**src/rtl/comba_mult_arb_if.sv**
```systemverilog
// Requester-fabric and multiplier-facing bus of comba_mult_arb.
// Signal suffixes are from the arbiter's point of view; slave = arbiter, master = environment.
interface comba_mult_arb_if #(
  parameter int NUM_REQ = 4,
  parameter int A_WIDTH = 64,
  parameter int B_WIDTH = 64,
  localparam int MULT_WIDTH = A_WIDTH + B_WIDTH
);
  logic [NUM_REQ-1:0]         req_valid_i;
  logic [NUM_REQ*A_WIDTH-1:0] req_a_i;
  logic [NUM_REQ*B_WIDTH-1:0] req_b_i;
  logic [NUM_REQ-1:0]         req_ready_o;
  logic [NUM_REQ-1:0]         resp_valid_o;
  logic [MULT_WIDTH-1:0]      resp_result_o;
  logic [NUM_REQ-1:0]         resp_ready_i;
  logic                       mult_valid_o;
  logic [A_WIDTH-1:0]         mult_a_o;
  logic [B_WIDTH-1:0]         mult_b_o;
  logic                       mult_ready_i;
  logic                       mult_valid_i;
  logic [MULT_WIDTH-1:0]      mult_result_i;
  logic                       mult_ready_o;

  modport slave (
    input  req_valid_i, req_a_i, req_b_i, resp_ready_i,
    input  mult_ready_i, mult_valid_i, mult_result_i,
    output req_ready_o, resp_valid_o, resp_result_o,
    output mult_valid_o, mult_a_o, mult_b_o, mult_ready_o
  );

  modport master (
    output req_valid_i, req_a_i, req_b_i, resp_ready_i,
    output mult_ready_i, mult_valid_i, mult_result_i,
    input  req_ready_o, resp_valid_o, resp_result_o,
    input  mult_valid_o, mult_a_o, mult_b_o, mult_ready_o
  );
endinterface

```
**src/rtl/comba_mult_arb.sv**
```systemverilog
// Shares one comba_mult among NUM_REQ requesters; an in-order tag FIFO routes results back.
// Define COMBA_ARB_RR_EN for round-robin arbitration, otherwise the lowest-index candidate wins.
module comba_mult_arb #(
  parameter int NUM_REQ   = 4,
  parameter int A_WIDTH   = 64,
  parameter int B_WIDTH   = 64,
  parameter int TAG_DEPTH = 8,
  localparam int MULT_WIDTH = A_WIDTH + B_WIDTH,
  localparam int IDW        = $clog2(NUM_REQ),
  localparam int CW         = $clog2(TAG_DEPTH + 1)
) (
  input  logic            clk_i,
  input  logic            rst_i,
  comba_mult_arb_if.slave bus,
  output logic [CW-1:0]   outstanding_o,
  output logic            err_o
);
  localparam int PW = $clog2(TAG_DEPTH);

  logic [A_WIDTH-1:0] a_slice [NUM_REQ];
  logic [B_WIDTH-1:0] b_slice [NUM_REQ];

  generate
    for (genvar gi = 0; gi < NUM_REQ; gi++) begin : g_slice
      assign a_slice[gi] = bus.req_a_i[gi*A_WIDTH +: A_WIDTH];
      assign b_slice[gi] = bus.req_b_i[gi*B_WIDTH +: B_WIDTH];
    end
  endgenerate

  logic [IDW-1:0] tag_mem [TAG_DEPTH];

  logic [CW-1:0]  count_q, count_d;
  logic [PW-1:0]  wr_ptr_q, wr_ptr_d;
  logic [PW-1:0]  rd_ptr_q, rd_ptr_d;
  logic           lock_q, lock_d;
  logic [IDW-1:0] lock_id_q, lock_id_d;
  logic           err_q, err_d;
`ifdef COMBA_ARB_RR_EN
  logic [IDW-1:0] rr_q, rr_d;
`endif

  logic               full;
  logic               empty;
  logic [NUM_REQ-1:0] cand;
  logic [IDW-1:0]     grant;
  logic               issue_valid;
  logic               issue_hs;
  logic [IDW-1:0]     head;
  logic               ret_hs;

  function automatic logic [IDW-1:0] fixed_pick(input logic [NUM_REQ-1:0] c);
    logic [IDW-1:0] sel;
    sel = '0;
    for (int i = NUM_REQ - 1; i >= 0; i--) begin
      if (c[i]) sel = IDW'(i);
    end
    return sel;
  endfunction

`ifdef COMBA_ARB_RR_EN
  // Walk offsets downward so the candidate nearest to start is assigned last and wins.
  function automatic logic [IDW-1:0] rr_pick(input logic [NUM_REQ-1:0] c,
                                             input logic [IDW-1:0]     start);
    logic [IDW-1:0] sel;
    int             idx;
    sel = start;
    for (int i = NUM_REQ - 1; i >= 0; i--) begin
      idx = int'(start) + i;
      if (idx >= NUM_REQ) idx = idx - NUM_REQ;
      if (c[idx]) sel = IDW'(idx);
    end
    return sel;
  endfunction
`endif

  // Issue path: a held grant stays on its requester until the handshake or until it drops valid.
  always_comb begin
    full        = (count_q == CW'(TAG_DEPTH));
    cand        = bus.req_valid_i & ~{NUM_REQ{full}};
    grant       = '0;
    issue_valid = 1'b0;
    if (lock_q) begin
      grant       = lock_id_q;
      issue_valid = cand[lock_id_q];
    end else begin
`ifdef COMBA_ARB_RR_EN
      grant = rr_pick(cand, rr_q);
`else
      grant = fixed_pick(cand);
`endif
      issue_valid = |cand;
    end
    issue_hs         = issue_valid & bus.mult_ready_i;
    bus.mult_valid_o = issue_valid;
    bus.mult_a_o     = a_slice[grant];
    bus.mult_b_o     = b_slice[grant];
    bus.req_ready_o  = '0;
    bus.req_ready_o[grant] = issue_hs;
  end

  // Return path: the FIFO head names the requester that owns the result now at the multiplier output.
  always_comb begin
    empty             = (count_q == '0);
    head              = tag_mem[rd_ptr_q];
    bus.resp_valid_o  = '0;
    bus.resp_valid_o[head] = bus.mult_valid_i & ~empty;
    bus.resp_result_o = bus.mult_result_i;
    bus.mult_ready_o  = bus.resp_ready_i[head] & ~empty;
    ret_hs            = bus.mult_valid_i & bus.mult_ready_o;
  end

  always_comb begin
    count_d   = count_q;
    wr_ptr_d  = wr_ptr_q;
    rd_ptr_d  = rd_ptr_q;
    if (issue_hs) wr_ptr_d = wr_ptr_q + 1'b1;
    if (ret_hs)   rd_ptr_d = rd_ptr_q + 1'b1;
    case ({issue_hs, ret_hs})
      2'b10:   count_d = count_q + 1'b1;
      2'b01:   count_d = count_q - 1'b1;
      default: count_d = count_q;
    endcase
    lock_d    = issue_valid & ~bus.mult_ready_i;
    lock_id_d = lock_d ? grant : lock_id_q;
    err_d     = err_q | (bus.mult_valid_i & empty);
`ifdef COMBA_ARB_RR_EN
    rr_d = rr_q;
    if (issue_hs) rr_d = (int'(grant) == NUM_REQ - 1) ? '0 : grant + 1'b1;
`endif
  end

  always_ff @(posedge clk_i or posedge rst_i) begin
    if (rst_i) begin
      count_q   <= '0;
      wr_ptr_q  <= '0;
      rd_ptr_q  <= '0;
      lock_q    <= 1'b0;
      lock_id_q <= '0;
      err_q     <= 1'b0;
`ifdef COMBA_ARB_RR_EN
      rr_q      <= '0;
`endif
    end else begin
      count_q   <= count_d;
      wr_ptr_q  <= wr_ptr_d;
      rd_ptr_q  <= rd_ptr_d;
      lock_q    <= lock_d;
      lock_id_q <= lock_id_d;
      err_q     <= err_d;
`ifdef COMBA_ARB_RR_EN
      rr_q      <= rr_d;
`endif
    end
  end

  // Tag storage needs no reset: entries are only read while the counter says they are live.
  always_ff @(posedge clk_i) begin
    if (issue_hs) tag_mem[wr_ptr_q] <= grant;
  end

  assign outstanding_o = count_q;
  assign err_o         = err_q;
endmodule

```
**src/flat_wrapper.sv**
```systemverilog
// flat-port wrapper written by rule: the top's interface ports become plain ports
module comba_mult_arb_flat 
#(
  parameter int NUM_REQ   = 4,
  parameter int A_WIDTH   = 64,
  parameter int B_WIDTH   = 64,
  parameter int TAG_DEPTH = 8,
  localparam int MULT_WIDTH = A_WIDTH + B_WIDTH,
  localparam int IDW        = $clog2(NUM_REQ),
  localparam int CW         = $clog2(TAG_DEPTH + 1)
)
  (clk_i, rst_i, outstanding_o, err_o, bus_req_valid_i, bus_req_a_i, bus_req_b_i, bus_resp_ready_i, bus_mult_ready_i, bus_mult_valid_i, bus_mult_result_i, bus_req_ready_o, bus_resp_valid_o, bus_resp_result_o, bus_mult_valid_o, bus_mult_a_o, bus_mult_b_o, bus_mult_ready_o);
  comba_mult_arb_if #(.NUM_REQ(NUM_REQ), .A_WIDTH(A_WIDTH), .B_WIDTH(B_WIDTH)) bus_i ();
  input  logic clk_i;
  input  logic rst_i;
  output logic [CW-1:0] outstanding_o;
  output logic err_o;
  input wire logic [$bits(bus_i.req_valid_i)-1:0] bus_req_valid_i;
  input wire logic [$bits(bus_i.req_a_i)-1:0] bus_req_a_i;
  input wire logic [$bits(bus_i.req_b_i)-1:0] bus_req_b_i;
  input wire logic [$bits(bus_i.resp_ready_i)-1:0] bus_resp_ready_i;
  input wire logic [$bits(bus_i.mult_ready_i)-1:0] bus_mult_ready_i;
  input wire logic [$bits(bus_i.mult_valid_i)-1:0] bus_mult_valid_i;
  input wire logic [$bits(bus_i.mult_result_i)-1:0] bus_mult_result_i;
  output wire logic [$bits(bus_i.req_ready_o)-1:0] bus_req_ready_o;
  output wire logic [$bits(bus_i.resp_valid_o)-1:0] bus_resp_valid_o;
  output wire logic [$bits(bus_i.resp_result_o)-1:0] bus_resp_result_o;
  output wire logic [$bits(bus_i.mult_valid_o)-1:0] bus_mult_valid_o;
  output wire logic [$bits(bus_i.mult_a_o)-1:0] bus_mult_a_o;
  output wire logic [$bits(bus_i.mult_b_o)-1:0] bus_mult_b_o;
  output wire logic [$bits(bus_i.mult_ready_o)-1:0] bus_mult_ready_o;
  assign bus_i.req_valid_i = bus_req_valid_i;
  assign bus_i.req_a_i = bus_req_a_i;
  assign bus_i.req_b_i = bus_req_b_i;
  assign bus_i.resp_ready_i = bus_resp_ready_i;
  assign bus_i.mult_ready_i = bus_mult_ready_i;
  assign bus_i.mult_valid_i = bus_mult_valid_i;
  assign bus_i.mult_result_i = bus_mult_result_i;
  assign bus_req_ready_o = bus_i.req_ready_o;
  assign bus_resp_valid_o = bus_i.resp_valid_o;
  assign bus_resp_result_o = bus_i.resp_result_o;
  assign bus_mult_valid_o = bus_i.mult_valid_o;
  assign bus_mult_a_o = bus_i.mult_a_o;
  assign bus_mult_b_o = bus_i.mult_b_o;
  assign bus_mult_ready_o = bus_i.mult_ready_o;
  comba_mult_arb #(.NUM_REQ(NUM_REQ), .A_WIDTH(A_WIDTH), .B_WIDTH(B_WIDTH), .TAG_DEPTH(TAG_DEPTH)) u_core (.clk_i(clk_i), .rst_i(rst_i), .bus(bus_i), .outstanding_o(outstanding_o), .err_o(err_o));
endmodule
```
**config.mk**
```make
export PLATFORM = sky130hd
export DESIGN_NAME = comba_mult_arb_flat
export DESIGN_NICKNAME = d
export VERILOG_FILES = /design/src/rtl/comba_mult_arb_if.sv /design/src/rtl/comba_mult_arb.sv /design/src/flat_wrapper.sv
export SDC_FILE = /design/constraint.sdc
export NUM_CORES = 1
export LEC_CHECK = 0
export ABC_AREA = 1
export CAP_MARGIN = 0
export CORE_AREA = 2 2 362 364
export DETAILED_ROUTE_END_ITERATION = 8
export DIE_AREA = 0 0 364 366
export GPL_TIMING_DRIVEN = 0
export SLEW_MARGIN = 20
export SYNTH_ARGS = -nofsm -noshare
export SYNTH_HDL_FRONTEND = slang
export SYNTH_SLANG_ARGS = --single-unit
export TNS_END_PERCENT = 20
```
**constraint.sdc**
```tcl
create_clock -name clk_i -period 6.3 [get_ports clk_i]
set_input_delay 1.26 -clock clk_i [delete_from_list [all_inputs] [get_ports clk_i]]
set_output_delay 1.26 -clock clk_i [all_outputs]
set_load 0.1 [all_outputs]
```
# [Word-level counts from Yosys, hierarchy flattened]
# Memory sizes are Yosys's and may differ from the RTL's.
# Cells that the tools add are included.
[classes] bitwise_logic=14 mux=23 n_reduce_logical=5 eq_ne=3 order_cmp=6 add_sub_neg=4
[op_table] cell="binary-select mux 64 bit (select 2 bit)" n=2
[op_table] cell="2-to-1 mux 64 bit" n=4
[op_table] cell="bitwise AND 4 bit" n=3
[op_table] cell="2-to-1 mux 2 bit" n=5
[op_table] cell="< comparator 2 x 3 -> 1 bit (second input constant)" n=3
[op_table] cell="one-hot mux 4 bit (2 select lines)" n=1
[op_table] cell="2-to-1 mux 1 bit" n=7
[op_table] cell="adder 3 x 1 -> 3 bit (second input constant)" n=2
[op_table] cell="bitwise AND 1 bit" n=6
[op_table] cell="adder 4 x 1 -> 4 bit (second input constant)" n=1
[op_table] cell="binary-select mux 1 bit (select 2 bit)" n=2
[op_table] cell="demux 1 bit (select 2 bit)" n=2
[op_table] cell="== test 4 bit (second input constant)" n=1
[op_table] cell="greater-or-equal comparator 2 x 1 -> 1 bit (second input constant)" n=2
[op_table] cell="zero test 4 bit" n=1
[op_table] cell="NOT 4 bit" n=1
[op_table] cell="OR reduction 4 bit" n=1
[op_table] cell="subtractor 4 x 1 -> 4 bit (second input constant)" n=1
[op_table] cell="greater-or-equal comparator 3 bit (second input constant)" n=1
[op_table] cell="NOT 2 -> 3 bit" n=1
[op_table] cell="== test 2 x 1 -> 1 bit (second input constant)" n=1
[op_table] cell="== test 2 bit (second input constant)" n=1
[op_table] cell="logical AND 1 bit" n=2
[op_table] cell="NOT 1 bit" n=2
[op_table] cell="other kinds (2)" n=2
[totals] wordCells=62 memories=1 ff_bits=14 out_inout_bits=271 in_bits=652 mem_bits_rw=16
[memory_table] memory="u_core.tag_mem" depth=8 width=2 rd=1 rd_clocked_by_memory_dff=0 wr=1 line_no="comba_mult_arb.sv:30" rtl="logic [IDW-1:0] tag_mem [TAG_DEPTH];"

# [Longest topological paths before layout]
[depth] ltp_word=13 depth_mapped=21 depth_no_buf=20

# [Worst setup path before layout]
# No wires, ideal clock.
[synth_path] kind="flip-flop to output port" start="reg u_core.count_q[2] (netlist: u_core.outstanding_o[2])" end="out bus_req_ready_o[1]" path_stages_with_launch=11 n_path_buf=2 arrival_ns=4.081 path_slack_ns=0.959 t_required_ns=5.040 cell_sequence="dfrtp_1 > inv_1 > nand3_4 > nand2_1 > o21ai_1 > nand2_1 > nand2_2 > inv_2 > buf_4 > buf_6 > nor3_1"
[synth_between] elab_chain_cells=13 word_cells_on_any_way=19 cone_classes="order compare (2); eq/ne (1); mux (10); bitwise (4); reduce/logical (2)"
[synth_rtl] item="from (decl)" line_no="comba_mult_arb.sv:32" rtl="logic [CW-1:0] count_q, count_d;"
[synth_rtl] item="from (signal assigned)" line_no="comba_mult_arb.sv:144" rtl="count_q <= count_d;"
[synth_rtl] item="== test 4 bit *" line_no="comba_mult_arb.sv:78" rtl="full = (count_q == CW'(TAG_DEPTH));"
[synth_rtl] item="NOT 4 bit *" line_no="comba_mult_arb.sv:79" rtl="cand = bus.req_valid_i & ~{NUM_REQ{full}};"
[synth_rtl] item="bitwise AND 4 bit *" line_no="comba_mult_arb.sv:79"
[synth_rtl] item="2-to-1 mux 2 bit (4 in series)" line_no="comba_mult_arb.sv:55" rtl="if (c[i]) sel = IDW'(i);"
[synth_rtl] item="2-to-1 mux 2 bit" line_no="comba_mult_arb.sv:82" rtl="if (lock_q) begin"
[synth_rtl] item="< comparator 2 x 3 -> 1 bit (implied by the code) / greater-or-equal comparator 2 x 1 -> 1 bit (equally long branches)" line_no="comba_mult_arb.sv:98" rtl="bus.req_ready_o[grant] = issue_hs;"
[synth_rtl] item="logical AND 1 bit (implied by the code)" line_no="comba_mult_arb.sv:98"
[synth_rtl] item="2-to-1 mux 1 bit (implied by the code)" line_no="comba_mult_arb.sv:98"
[synth_rtl] item="demux 1 bit (select 2 bit)"
[synth_rtl] item="bitwise AND 4 bit (no source line) *"
[synth_rtl] item="to (decl)" line_no="flat_wrapper.sv:25" rtl="output wire logic [$bits(bus_i.req_ready_o)-1:0] bus_req_ready_o;"
# Every way passes the cells marked *; elsewhere a longest branch is shown, timed or not. The select of a mux whose other input is x is not followed.

# [Final worst setup path]
[layout_path] start="in bus_req_valid_i[3]" end="out bus_mult_a_o[36]"
[layout_between] elab_chain_cells=10
[layout_rtl] item="from (decl)" line_no="flat_wrapper.sv:18" rtl="input wire logic [$bits(bus_i.req_valid_i)-1:0] bus_req_valid_i;"
[layout_rtl] item="bitwise AND 4 bit" line_no="comba_mult_arb.sv:79"
[layout_rtl] item="2-to-1 mux 2 bit (4 in series)" line_no="comba_mult_arb.sv:55"
[layout_rtl] item="2-to-1 mux 2 bit" line_no="comba_mult_arb.sv:82"
[layout_rtl] item="NOT 2 -> 3 bit (implied by the code)" line_no="comba_mult_arb.sv:95" rtl="bus.mult_a_o = a_slice[grant];"
[layout_rtl] item="binary-select mux 64 bit (select 2 bit)" line_no="comba_mult_arb.sv:95"
[layout_rtl] item="2-to-1 mux 64 bit (implied by the code) (2 in series)" line_no="comba_mult_arb.sv:95"
[layout_rtl] item="to (decl)" line_no="flat_wrapper.sv:29" rtl="output wire logic [$bits(bus_i.mult_a_o)-1:0] bus_mult_a_o;"
# Every way passes these cells. The select of a mux whose other input is x is not followed.

==> run metrics <==
status finished, final reports clean; Hold Fails Final Rpt 0; Adder-Cell Fraction of Synth Area 1.25%; required time of the critical path 5.04 ns; HPWL after detailed placement 78.2 mm; Simple-Gate Fraction of Synth Area 59.2%; fin cells 3643; global route overflow 0; post-synth top area share 40.4%; Syn. warnings 0; worst endpoint data arrival time 4.92 ns; critical-path cell list clkdlybuf4s50_1 > nand2_1 > o21ai_1 > nand2_1 > nand2_2 > buf_2 > buf_2 > nand3_1 > nand4_1 > clkdlybuf4s50_1; CP max stage cell clkdlybuf4s50_1; total of fill cells in the finished design 14900; DRT Pass-1 Iters 5; largest net degree at the start of global routing 18; final core occ 12.9%; crit end category output port; Hold Buf Count CTS 0; routed wire length 89.9 mm; post-CTS setup buffers 0; die extent in x 364 um; Worst Skew 0.00289 ns; syn avg cell area 6.08 sq um; fmax 0.162 GHz; Slew @ Worst Pin 1.20 ns; total CTS buffers 5; Yosys cell types 32; Core Footprint 129000 sq um; area grow syn2layout 152%; Vias per Instance 3.42; register area share after synthesis 12.5%; Peak VDD IR 0.429 mV; # rows 132; Finish-stage setup viols 0; Rel. slew slack 19.8%; Starting Density 5.14%; Reg clk slew, reported paths 0.05 ns; Antenna Nets Post-Route 0; post-place instance area 16500 sq um; syn nets 1748; Die ar. 133000 sq um; RSZ-0062 raised after global routing no; share of cells above drive strength 1 15.6%; main combinational cell family by area after synthesis simple AND/OR/NAND/NOR gates; synthesis-stage register bit count 30; worst hold path startpoint u_core.err_o; final worst-path cycle share 98.1%; crit-path max FO 10; area occupied by multi-input gates 4120 sq um; cell taking the most area after synthesis nand3_1; post-CTS sizing 17; H-Tree Depth 2; Die H 366 um; hold_ws 0.478 ns; DR vias 12500; Sinks on Clock Net 30; Hold Path End u_core.err_o; hold path depth 1; max-cap violations 0; IO Pins 923; worst reg2reg endpoint u_core.outstanding_o[3]; Final #Nets 2549; clock latency on the worst-skew pair 0.27 ns; worst hold path type reg -> reg; total track usage 12.5%; r2r setup slk 3.25 ns; mux cell area share after synthesis 0%; Post-Syn Instances 1090; worst-case clock buffer depth 2; crit-path max cell delay 1.17 ns; IO Port Bufs 794; first-pass GRT wire length 112 mm; Finished Cell Area 16700 sq um; XOR/XNOR share of the synthesized area 0.661%; Wirelength per Cell 24.7 um; placed cell count 3626; top post-synthesis cells by area nand3_1, buf_4, nand4_1, edfxtp_1, buf_2; Final min period 6.18 ns; max-slew violation count 0; startpoint class of the critical path primary input; post-synthesis cell area 6630 sq um; Pwr per Cell Area 575 nW/um^2; CTS tree done; Initial DRC Count 878; initial antenna violation count 38; crit path kind in -> out; placer congestion estimate 0.945; Reg area 831 sq um; drc violations 0; reg2reg start u_core.rd_ptr_q[0]; P_leak 6.27 nW; root buffer cell clkbuf_16; post-synthesis compound-gate area fraction 1.04%; Final Power 9.60 mW; vias in the first global route 12400; R2R cell count 21
[worst max-delay path by stage]
stage                                 start  cells after the start                 end  slack (ns)
global placement         bus_req_valid_i[0]                     10    bus_mult_b_o[23]       -0.26
floorplan           u_core.outstanding_o[2]                     10  bus_req_ready_o[1]        0.96
CTS                      bus_req_valid_i[0]                     10    bus_mult_b_o[25]       0.005
global route             bus_req_valid_i[3]                     10     bus_mult_a_o[2]       0.002
detailed placement       bus_req_valid_i[3]                     10    bus_mult_a_o[59]       -0.19
finish                   bus_req_valid_i[3]                     10    bus_mult_a_o[36]        0.12
[state kept, by name, indices dropped and copies added, names as in the netlist]
register / flops
u_core.err_o: 1
u_core.lock_id_q: 2
u_core.lock_q: 1
u_core.outstanding_o: 4
u_core.rd_ptr_q: 3
u_core.tag_mem: 16
u_core.wr_ptr_q: 3
[worst max-delay path: cells and delay by family]
kind	cells	cell delay [ns]
buffers and inverters	4	2.75
AOI/OAI and AO/OA	1	0.12
and+or+nand+nor	5	0.76
[power by group]
part	total (mW)	switching, mW	internal, mW
combinational	9.04	7.28	1.76
clock	0.225	0.0806	0.145
sequential	0.331	0.0526	0.279
[synthesized netlist by cell type]
cell,number
buf_6,4
nand3_1,535
xnor2_1,2
ha_1,5
buf_4,134
nand2_1,65
o21ai_0,3
nand2_2,2
buf_1,5
nand3b_1,3
inv_1,28
nor3_2,2
a21oi_2,1
inv_2,2
fa_1,1
clkbuf_1,13
a211oi_1,1
a21oi_1,2
nand3_4,1
o21bai_1,1
nand4_1,131
nor2_4,1
xor2_1,3
nor2_1,14
nor3_1,6
dfrtp_1,14
inv_4,1
edfxtp_1,16
o21ai_1,4
buf_2,88
nor2_2,1
nand2_4,1
[routing by layer]
metal	up-vias	global-route usage (%)	wire length [um]
li1	5469	-	-
met1	5970	14.4	34300
met2	879	21.3	42600
met3	121	5.03	10600
met4	20	3.10	2350
met5	-	0	129
[stage by stage]
step / worst slack, ns / setup TNS [ns]
final: 0.120 / 0
after global routing: 0.00162 / 0
after CTS: 0.00490 / 0
after detailed placement: -0.186 / -1.46
after global placement: -0.255 / -4.45
after floorplan: 0.959 / 0
[cell families after synthesis]
family / after synthesis
buffers and inverters: 275
DFF: 30
xor gates and xnor gates: 5
and+or+nand+nor: 762
AOI/OAI and AO/OA: 12
adders and majority gates: 6
[layout make-up]
cell class / count / area share [%]
Antenna cell: 9 / 0.135
Buffer: 244 / 9.34
Clock buffer: 6 / 0.772
Clock inverter: 2 / 0.0600
Inverter: 31 / 0.712
Multi-Input combinational cell: 785 / 24.7
Sequential cell: 30 / 4.98
Tap cell: 1742 / 13.1
Timing Repair Buffer: 794 / 46.3
[layout by cell type, fill, tap and decap left out, drive strengths merged]
master,synthesis,layout
nand4,131,131
o21bai,1,1
fa,1,1
clkdlybuf4s50,0,712
o21ai,7,7
nor2,16,16
ha,5,5
dlymetal6s2s,0,16
buf,231,280
xor2,3,3
nand3,536,536
xnor2,2,2
nand2,68,68
a211oi,1,1
a21oi,3,3
inv,31,31
clkinv,0,2
nor3,8,8
clkdlybuf4s15,0,1
clkbuf,13,20
nand3b,3,3
edfxtp,16,16
dfrtp,14,14
dlygate4sd2,0,15
diode,0,9
Power figures use the tool's default switching activity.
